==> config.mk <==
export PLATFORM = sky130hd
export DESIGN_NAME = demux_stream
export DESIGN_NICKNAME = d
export VERILOG_FILES = /design/src/rtl/demux_pkg.sv /design/src/rtl/demux_slot.sv /design/src/rtl/demux_stream.sv
export SDC_FILE = /design/constraint.sdc
export NUM_CORES = 1
export LEC_CHECK = 0
export CELL_PAD_IN_SITES_DETAIL_PLACEMENT = 0
export CELL_PAD_IN_SITES_GLOBAL_PLACEMENT = 1
export CORE_MARGIN = 3
export CORE_UTILIZATION = 41
export CTS_CLUSTER_DIAMETER = 120
export DETAILED_ROUTE_END_ITERATION = 8
export GPL_TIMING_DRIVEN = 0
export PLACE_DENSITY = 0.9
export SKIP_CTS_REPAIR_TIMING = 1
export SYNTH_ARGS = -nofsm -noshare
export SYNTH_HDL_FRONTEND = slang
export SYNTH_HIERARCHICAL = 1
export SYNTH_SLANG_ARGS = --single-unit
==> constraint.sdc <==
create_clock -name clk -period 4.8 [get_ports clk]
set_input_delay 0.96 -clock clk [delete_from_list [all_inputs] [get_ports clk]]
set_output_delay 0.96 -clock clk [all_outputs]
set_load 0.02 [all_outputs]
==> src/rtl/demux_pkg.sv <==
// demux_pkg: shared constants and configuration check for demux_stream
//   DROP_CNT_W / DROP_CNT_MAX : width and saturation value of the drop counter
//   sel_fits()                : true when NUM_OUT is 2..16 and fits in 2**SEL_W
package demux_pkg;
  localparam int DROP_CNT_W = 8;
  localparam logic [DROP_CNT_W-1:0] DROP_CNT_MAX = 8'd255;
  function automatic bit sel_fits(int num_out, int sel_w);
    return num_out >= 2 && num_out <= 16 && num_out <= (1 << sel_w);
  endfunction
endpackage

==> src/rtl/demux_slot.sv <==
// demux_slot: one-entry valid/ready output register for a single channel
//   clk, rst_n  : clock, asynchronous active-low reset
//   load_i      : capture data_i at the next edge (only asserted while free_o)
//   data_i      : word to capture
//   ready_i     : consumer accepts the held word
//   valid_o     : a word is held
//   data_o      : held word, stable while valid_o & ~ready_i
//   free_o      : slot can take a word this cycle (empty or draining now)
module demux_slot #(
  parameter int WIDTH = 16
) (
  input  logic             clk,
  input  logic             rst_n,
  input  logic             load_i,
  input  logic [WIDTH-1:0] data_i,
  input  logic             ready_i,
  output logic             valid_o,
  output logic [WIDTH-1:0] data_o,
  output logic             free_o
);
  logic             valid_q, valid_d;
  logic [WIDTH-1:0] data_q, data_d;
  assign free_o  = ~valid_q | ready_i;
  assign valid_o = valid_q;
  assign data_o  = data_q;
  always_comb begin
    valid_d = load_i | (valid_q & ~ready_i);
    data_d  = load_i ? data_i : data_q;
  end
  always_ff @(posedge clk or negedge rst_n) begin
    if (!rst_n) begin
      valid_q <= 1'b0;
      data_q  <= '0;
    end else begin
      valid_q <= valid_d;
      data_q  <= data_d;
    end
  end
endmodule

==> src/rtl/demux_stream.sv <==
// demux_stream: registered 1-to-NUM_OUT stream demux with per-channel backpressure
//   clk, rst_n          : clock, asynchronous active-low reset
//   in_valid/in_ready   : input handshake; in_ready never depends on in_valid
//   in_data, in_sel     : input word and destination channel
//   in_bcast            : (only with DEMUX_STREAM_BCAST_EN) load every channel at once
//   out_valid/out_ready : per-channel handshake
//   out_data            : channel i at bits [i*WIDTH +: WIDTH]
//   sel_err             : one-cycle pulse after an out-of-range word is dropped
//   drop_cnt            : saturating count of dropped words
// Optional feature macro: DEMUX_STREAM_BCAST_EN
module demux_stream
  import demux_pkg::*;
#(
  parameter int WIDTH   = 16,
  parameter int NUM_OUT = 8,
  parameter int SEL_W   = 3
) (
  input  logic                     clk,
  input  logic                     rst_n,
  input  logic                     in_valid,
  output logic                     in_ready,
  input  logic [WIDTH-1:0]         in_data,
  input  logic [SEL_W-1:0]         in_sel,
`ifdef DEMUX_STREAM_BCAST_EN
  input  logic                     in_bcast,
`endif
  output logic [NUM_OUT-1:0]       out_valid,
  input  logic [NUM_OUT-1:0]       out_ready,
  output logic [NUM_OUT*WIDTH-1:0] out_data,
  output logic                     sel_err,
  output logic [DROP_CNT_W-1:0]    drop_cnt
);
  localparam int SEL_N = 1 << SEL_W;
  if (!sel_fits(NUM_OUT, SEL_W)) begin : g_bad_cfg
    $error("demux_stream: NUM_OUT must be 2..16 and <= 2**SEL_W");
  end
  logic                  bcast, sel_ok, acc, drop;
  logic [NUM_OUT-1:0]    free, load;
  logic [SEL_N-1:0]      free_ext;
  logic                  sel_err_q, sel_err_d;
  logic [DROP_CNT_W-1:0] drop_cnt_q, drop_cnt_d;
`ifdef DEMUX_STREAM_BCAST_EN
  assign bcast = in_bcast;
`else
  assign bcast = 1'b0;
`endif
  assign sel_ok = 32'(in_sel) < NUM_OUT;
  // Pad the free vector to the full select range so in_sel can index it directly.
  always_comb begin
    free_ext = '0;
    free_ext[NUM_OUT-1:0] = free;
  end
  // Out-of-range selects are always accepted so they can be dropped and counted.
  assign in_ready = rst_n & (bcast ? &free : (sel_ok ? free_ext[in_sel] : 1'b1));
  assign acc      = in_valid & in_ready;
  assign drop     = acc & ~bcast & ~sel_ok;
  for (genvar i = 0; i < NUM_OUT; i++) begin : g_slot
    assign load[i] = acc & (bcast | (in_sel == SEL_W'(i)));
    demux_slot #(.WIDTH(WIDTH)) u_slot (
      .clk     (clk),
      .rst_n   (rst_n),
      .load_i  (load[i]),
      .data_i  (in_data),
      .ready_i (out_ready[i]),
      .valid_o (out_valid[i]),
      .data_o  (out_data[i*WIDTH +: WIDTH]),
      .free_o  (free[i])
    );
  end
  always_comb begin
    sel_err_d  = drop;
    drop_cnt_d = (drop && drop_cnt_q != DROP_CNT_MAX) ? drop_cnt_q + DROP_CNT_W'(1) : drop_cnt_q;
  end
  always_ff @(posedge clk or negedge rst_n) begin
    if (!rst_n) begin
      sel_err_q  <= 1'b0;
      drop_cnt_q <= '0;
    end else begin
      sel_err_q  <= sel_err_d;
      drop_cnt_q <= drop_cnt_d;
    end
  end
  assign sel_err  = sel_err_q;
  assign drop_cnt = drop_cnt_q;
endmodule
# After elaboration in Yosys (flattened, before gate mapping)
# Cells that the tools add are included.
# classes
magnitude_cmp	1
n_eq_ne	7
mux	2
bitwise	50
reduce_logical	1
# ops
cell	count
1-bit bitwise AND	18
1-bit NOT	16
1-bit bitwise OR	16
3-bit == test, second input constant	4
3-bit by 2-bit == test with 1-bit output, second input constant	2
3-bit by 4-bit less-than comparator with 1-bit output, second input constant	1
1-bit binary-select mux with 3-bit select	1
3-bit by 1-bit == test with 1-bit output, second input constant	1
3-bit zero test	1
1-bit two-way mux	1
# totals
ff_bits	136
in_bits	30
wordCells	77

# Logic depth before layout (Yosys ltp)
# depth
ltp_word	8
ltp_mapped	6
depth_no_buf	4

# Hierarchy
# The synthesis kept the hierarchy.
# modules_own_cells
mod	n_inst	cells_per_inst	area_per_inst_um2	seq_area_each_um2
demux_slot	8	37	683.2	425.4
demux_stream	1	37	254.0	0.0

# Least setup slack after synthesis
# OpenSTA, ideal clock, no wires.
# synth_path
path_type	input to output
start	input port in_sel[0]
end	output port in_ready
arrival_ns	1.947
path_slack_ns	1.893
cell_stages	4
n_path_buf	1
path_cell_list	buf_6 > mux4_2 > nor2_1 > a211oi_1
# synth_via
elab_chain_cells	3
# synth_rtl
item	line_no	text
from (decl)	demux_stream.sv:23	input logic [SEL_W-1:0] in_sel,
1-bit binary-select mux with 3-bit select	demux_stream.sv:54	assign in_ready = rst_n & (bcast ? &free : (sel_ok ? free_ext[in_sel] : 1'b1));
1-bit two-way mux (implied by the code)	demux_stream.sv:54	
1-bit bitwise AND	demux_stream.sv:54	
to (decl)	demux_stream.sv:21	output logic in_ready,
# Every way passes these cells. The select of a mux whose other input is x is not followed.

# Worst setup path in the final report
# layout_path
start	input port rst_n
end	output port in_ready
# layout_via
elab_chain_cells	1
# layout_rtl
item	line_no	text
from (decl)	demux_stream.sv:19	input logic rst_n,
1-bit bitwise AND	demux_stream.sv:54	
# Every way passes these cells.

==> impl_metrics.py <==
metrics = {
    "setup_path": {
        "start_kind": "input port",
        "r2r-start": "g_slot[6].u_slot/valid_o$_DFF_PN0_",
        "critPathKind": "input port to output port",
        "ff2ff_path_depth": 6,
        "max_stage_delay_ns": 0.65,
        "crit_path_start": "rst_n",
        "cp.depth": 5,
        "r2r_end": "g_slot[6].u_slot/data_o[6]$_DFFE_PN0P_",
        "path_buf_inv": 3,
        "slowest_stage": "clkdlybuf4s50_1",
        "crit_arrival_ns": 2.94,
        "crit_family": "buffers and inverters",
        "crit_path_cell_trace": "buf_6, buf_16, o21ai_0, a211oi_1, clkdlybuf4s50_1",
        "reg2reg_slack_ns": 3.05,
        "end_kind": "output port",
        "critPathMaxFanout": 77,
        "crit_required_ns": 3.84,
    },
    "final_layout": {
        "final_nets": 554,
        "final_common_cell": "clkdlybuf4s50_1",
        "stdcell_area_sq_um": 8283,
        "multi_input_area_sq_um": 2004,
        "drive_gt1_share_pct": 35.75,
        "nFillCells": 1014,
        "layout_common_cells": "clkdlybuf4s50_1, dfrtp_1, mux2_4, mux2_2, clkbuf_16",
        "diodes": 0,
        "seq_area_sq_um": 3403,
        "area_growth_pct": 44.83,
        "final_util_pct": 61.57,
    },
    "synthesis": {
        "synth_area_sq_um": 5719,
        "synthCells": 333,
        "yosys_register_bits": 136,
        "ys.warnings.count": 6,
        "synth.distinct_cells": 23,
        "synth-seq-area-share_pct": 59.51,
        "avgSynthCellArea_sq_um": 17.17,
    },
    "sta": {
        "period_share_pct": 81.35,
        "finalWorstSetupSlack_ns": 0.8950,
        "fin_tns_setup_ns": 0,
        "min_period_ns": 3.905,
        "setup_viol": 0,
        "relSlewSlack_pct": 60.54,
        "drv_slew": 0,
        "fmax_ghz": 0.2561,
        "grt_setup_unrepaired": "no",
        "worst_pin_slew_ns": 0.5919,
        "hold_viol": 0,
        "finalClockSkew_ns": 0.005277,
    },
    "flow_run": {
        "maxCapViolations": 0,
    },
    "routing": {
        "vias_per_cell": 4.826,
        "drt.antenna.violating_nets": 0,
        "first_pass_iters": 4,
        "routedWlPerCell_um": 20.48,
        "via_count": 3441,
        "drt_wl_total_mm": 14.60,
        "drtIter0Drc": 213,
        "route.detailed.drc": 0,
    },
    "die": {
        "die-area_sq_um": 15400,
        "chipWidth_um": 124.1,
        "initial_core_util_pct": 42.51,
        "pin_count": 176,
        "core-area_sq_um": 13450,
        "fp.dieH_um": 124.1,
        "rows": 42,
    },
    "power_and_ir_drop": {
        "p_leak_nw": 3.662,
        "ir_worst_vdd_mv": 0.2708,
        "p_per_area_nw_per_um2": 518.5,
    },
    "clock_network": {
        "clock_path_buffers": 2,
        "cts_tree": "yes",
        "clkTransAtPathRegs_ns": 0.05,
        "root_buffer": "clkbuf_16",
        "htree_levels": 4,
        "worstSkewPairLatency_ns": 0.41,
        "numClockSinks": 136,
        "cts_buffers": 17,
    },
    "placed_design": {
        "place_ws_ns": 0.8342,
        "dpl-instance-area_sq_um": 7630,
        "gp_congestion": 0.7568,
        "portBuffers": 163,
        "hpwl_mm": 9.674,
    },
    "global_route": {
        "grt_usage_pct": 20.19,
        "overflow": 0,
        "antenna_found_initial": 0,
        "grt_pass1_wl_mm": 22.92,
        "grt_pass1_vias": 3886,
        "grt_max_degree": 78,
    },
    "worst_hold_path": {
        "min_to": "g_slot[4].u_slot/data_o[13]$_DFFE_PN0P_",
        "hold_path.startpoint": "g_slot[4].u_slot/data_o[13]$_DFFE_PN0P_",
        "hold_class": "flop to flop",
        "hold_depth": 1,
    },
    "outcome": {
        "outcome": "complete, no violations",
    },
}
==> synthesized netlist by cell type (all sizes together) <==
cell type	instances	share of area, %
dfrtp	136	60
mux2	129	30
buf	28	6.0
nand2b	16	1.8
nand2	5	0.33
nor2	5	0.33
and3	2	0.22
a211oi	1	0.13
and4	1	0.18
and4b	1	0.18
conb	1	0.066
mux4	1	0.39
nand4b	1	0.15
nor2b	1	0.11
nor3	1	0.087
nor3b	1	0.13
nor4	1	0.11
nor4b	1	0.15
o21ai	1	0.087
==> worst max path at each step <==
stage,to,slack [ns]
2_1_floorplan,in_ready,1.89
4_1_cts,in_ready,0.83
6_report,in_ready,0.90
3_3_place_gp,in_ready,-3.68
5_1_grt,in_ready,0.67
3_5_place_dp,in_ready,0.83
==> per-layer routing <==
layer	track usage, %	wire [um]	vias up
li1	-	-	1531
met1	24.27	5910	1748
met2	33.41	7114	148
met3	8.084	1397	14
met4	6.229	177	0
met5	0	0	-
==> power by group <==
part | switching (W) | internal [W] | total, W
Sequential | 0.000155 | 0.00140 | 0.00156
Clock | 0.000476 | 0.000948 | 0.00142
Combinational | 0.000588 | 0.000725 | 0.00131
==> state kept, by name (all words and copies together), names as in the netlist <==
| signal | cells |
|---|---|
| g_slot.u_slot/valid_o | 8 |
| g_slot.u_slot/data_o | 128 |
==> worst reg2reg max path, cell delays in order, from the launching register on <==
cell	delay [ns]
dfrtp_1	0.38
nand2b_1	0.12
nand2_1	0.08
nor4b_1	0.35
buf_6	0.23
buf_12	0.18
mux2_4	0.31
==> metrics by stage <==
| step | instances | total power [W] | hold slack [ns] |
|---|---|---|---|
| floorplan | 341 | 0.002208 | 0.6108 |
| global placement | 680 | 0.002852 | 0.4892 |
| detailed placement | 681 | 0.002884 | 0.4948 |
| CTS | 713 | 0.004344 | 0.5080 |
| global route | 713 | 0.004487 | 0.5141 |
| finish | 713 | 0.004295 | 0.5040 |
==> area by class of cell <==
type | instances | area share [%]
well taps | 176 | 2.659
clock inverters | 12 | 2.372
plain buffers | 28 | 4.124
clock buffers | 20 | 5.514
repair buffers | 164 | 20.05
multi-input cells | 177 | 24.20
flip-flops and latches | 136 | 41.09
==> logic make-up (layout without fill, tap and decap cells) <==
logic type,Yosys count,after routing,share of synthesized area [%]
AOI/OAI and AO/OA,2,2,0.2187
buffers and inverters,28,224,5.972
DFF,136,136,59.51
muxes,130,130,30.52
other,1,9,0.06557
and+or+nand+nor,36,36,3.719
(Power assumes the default switching activity.)
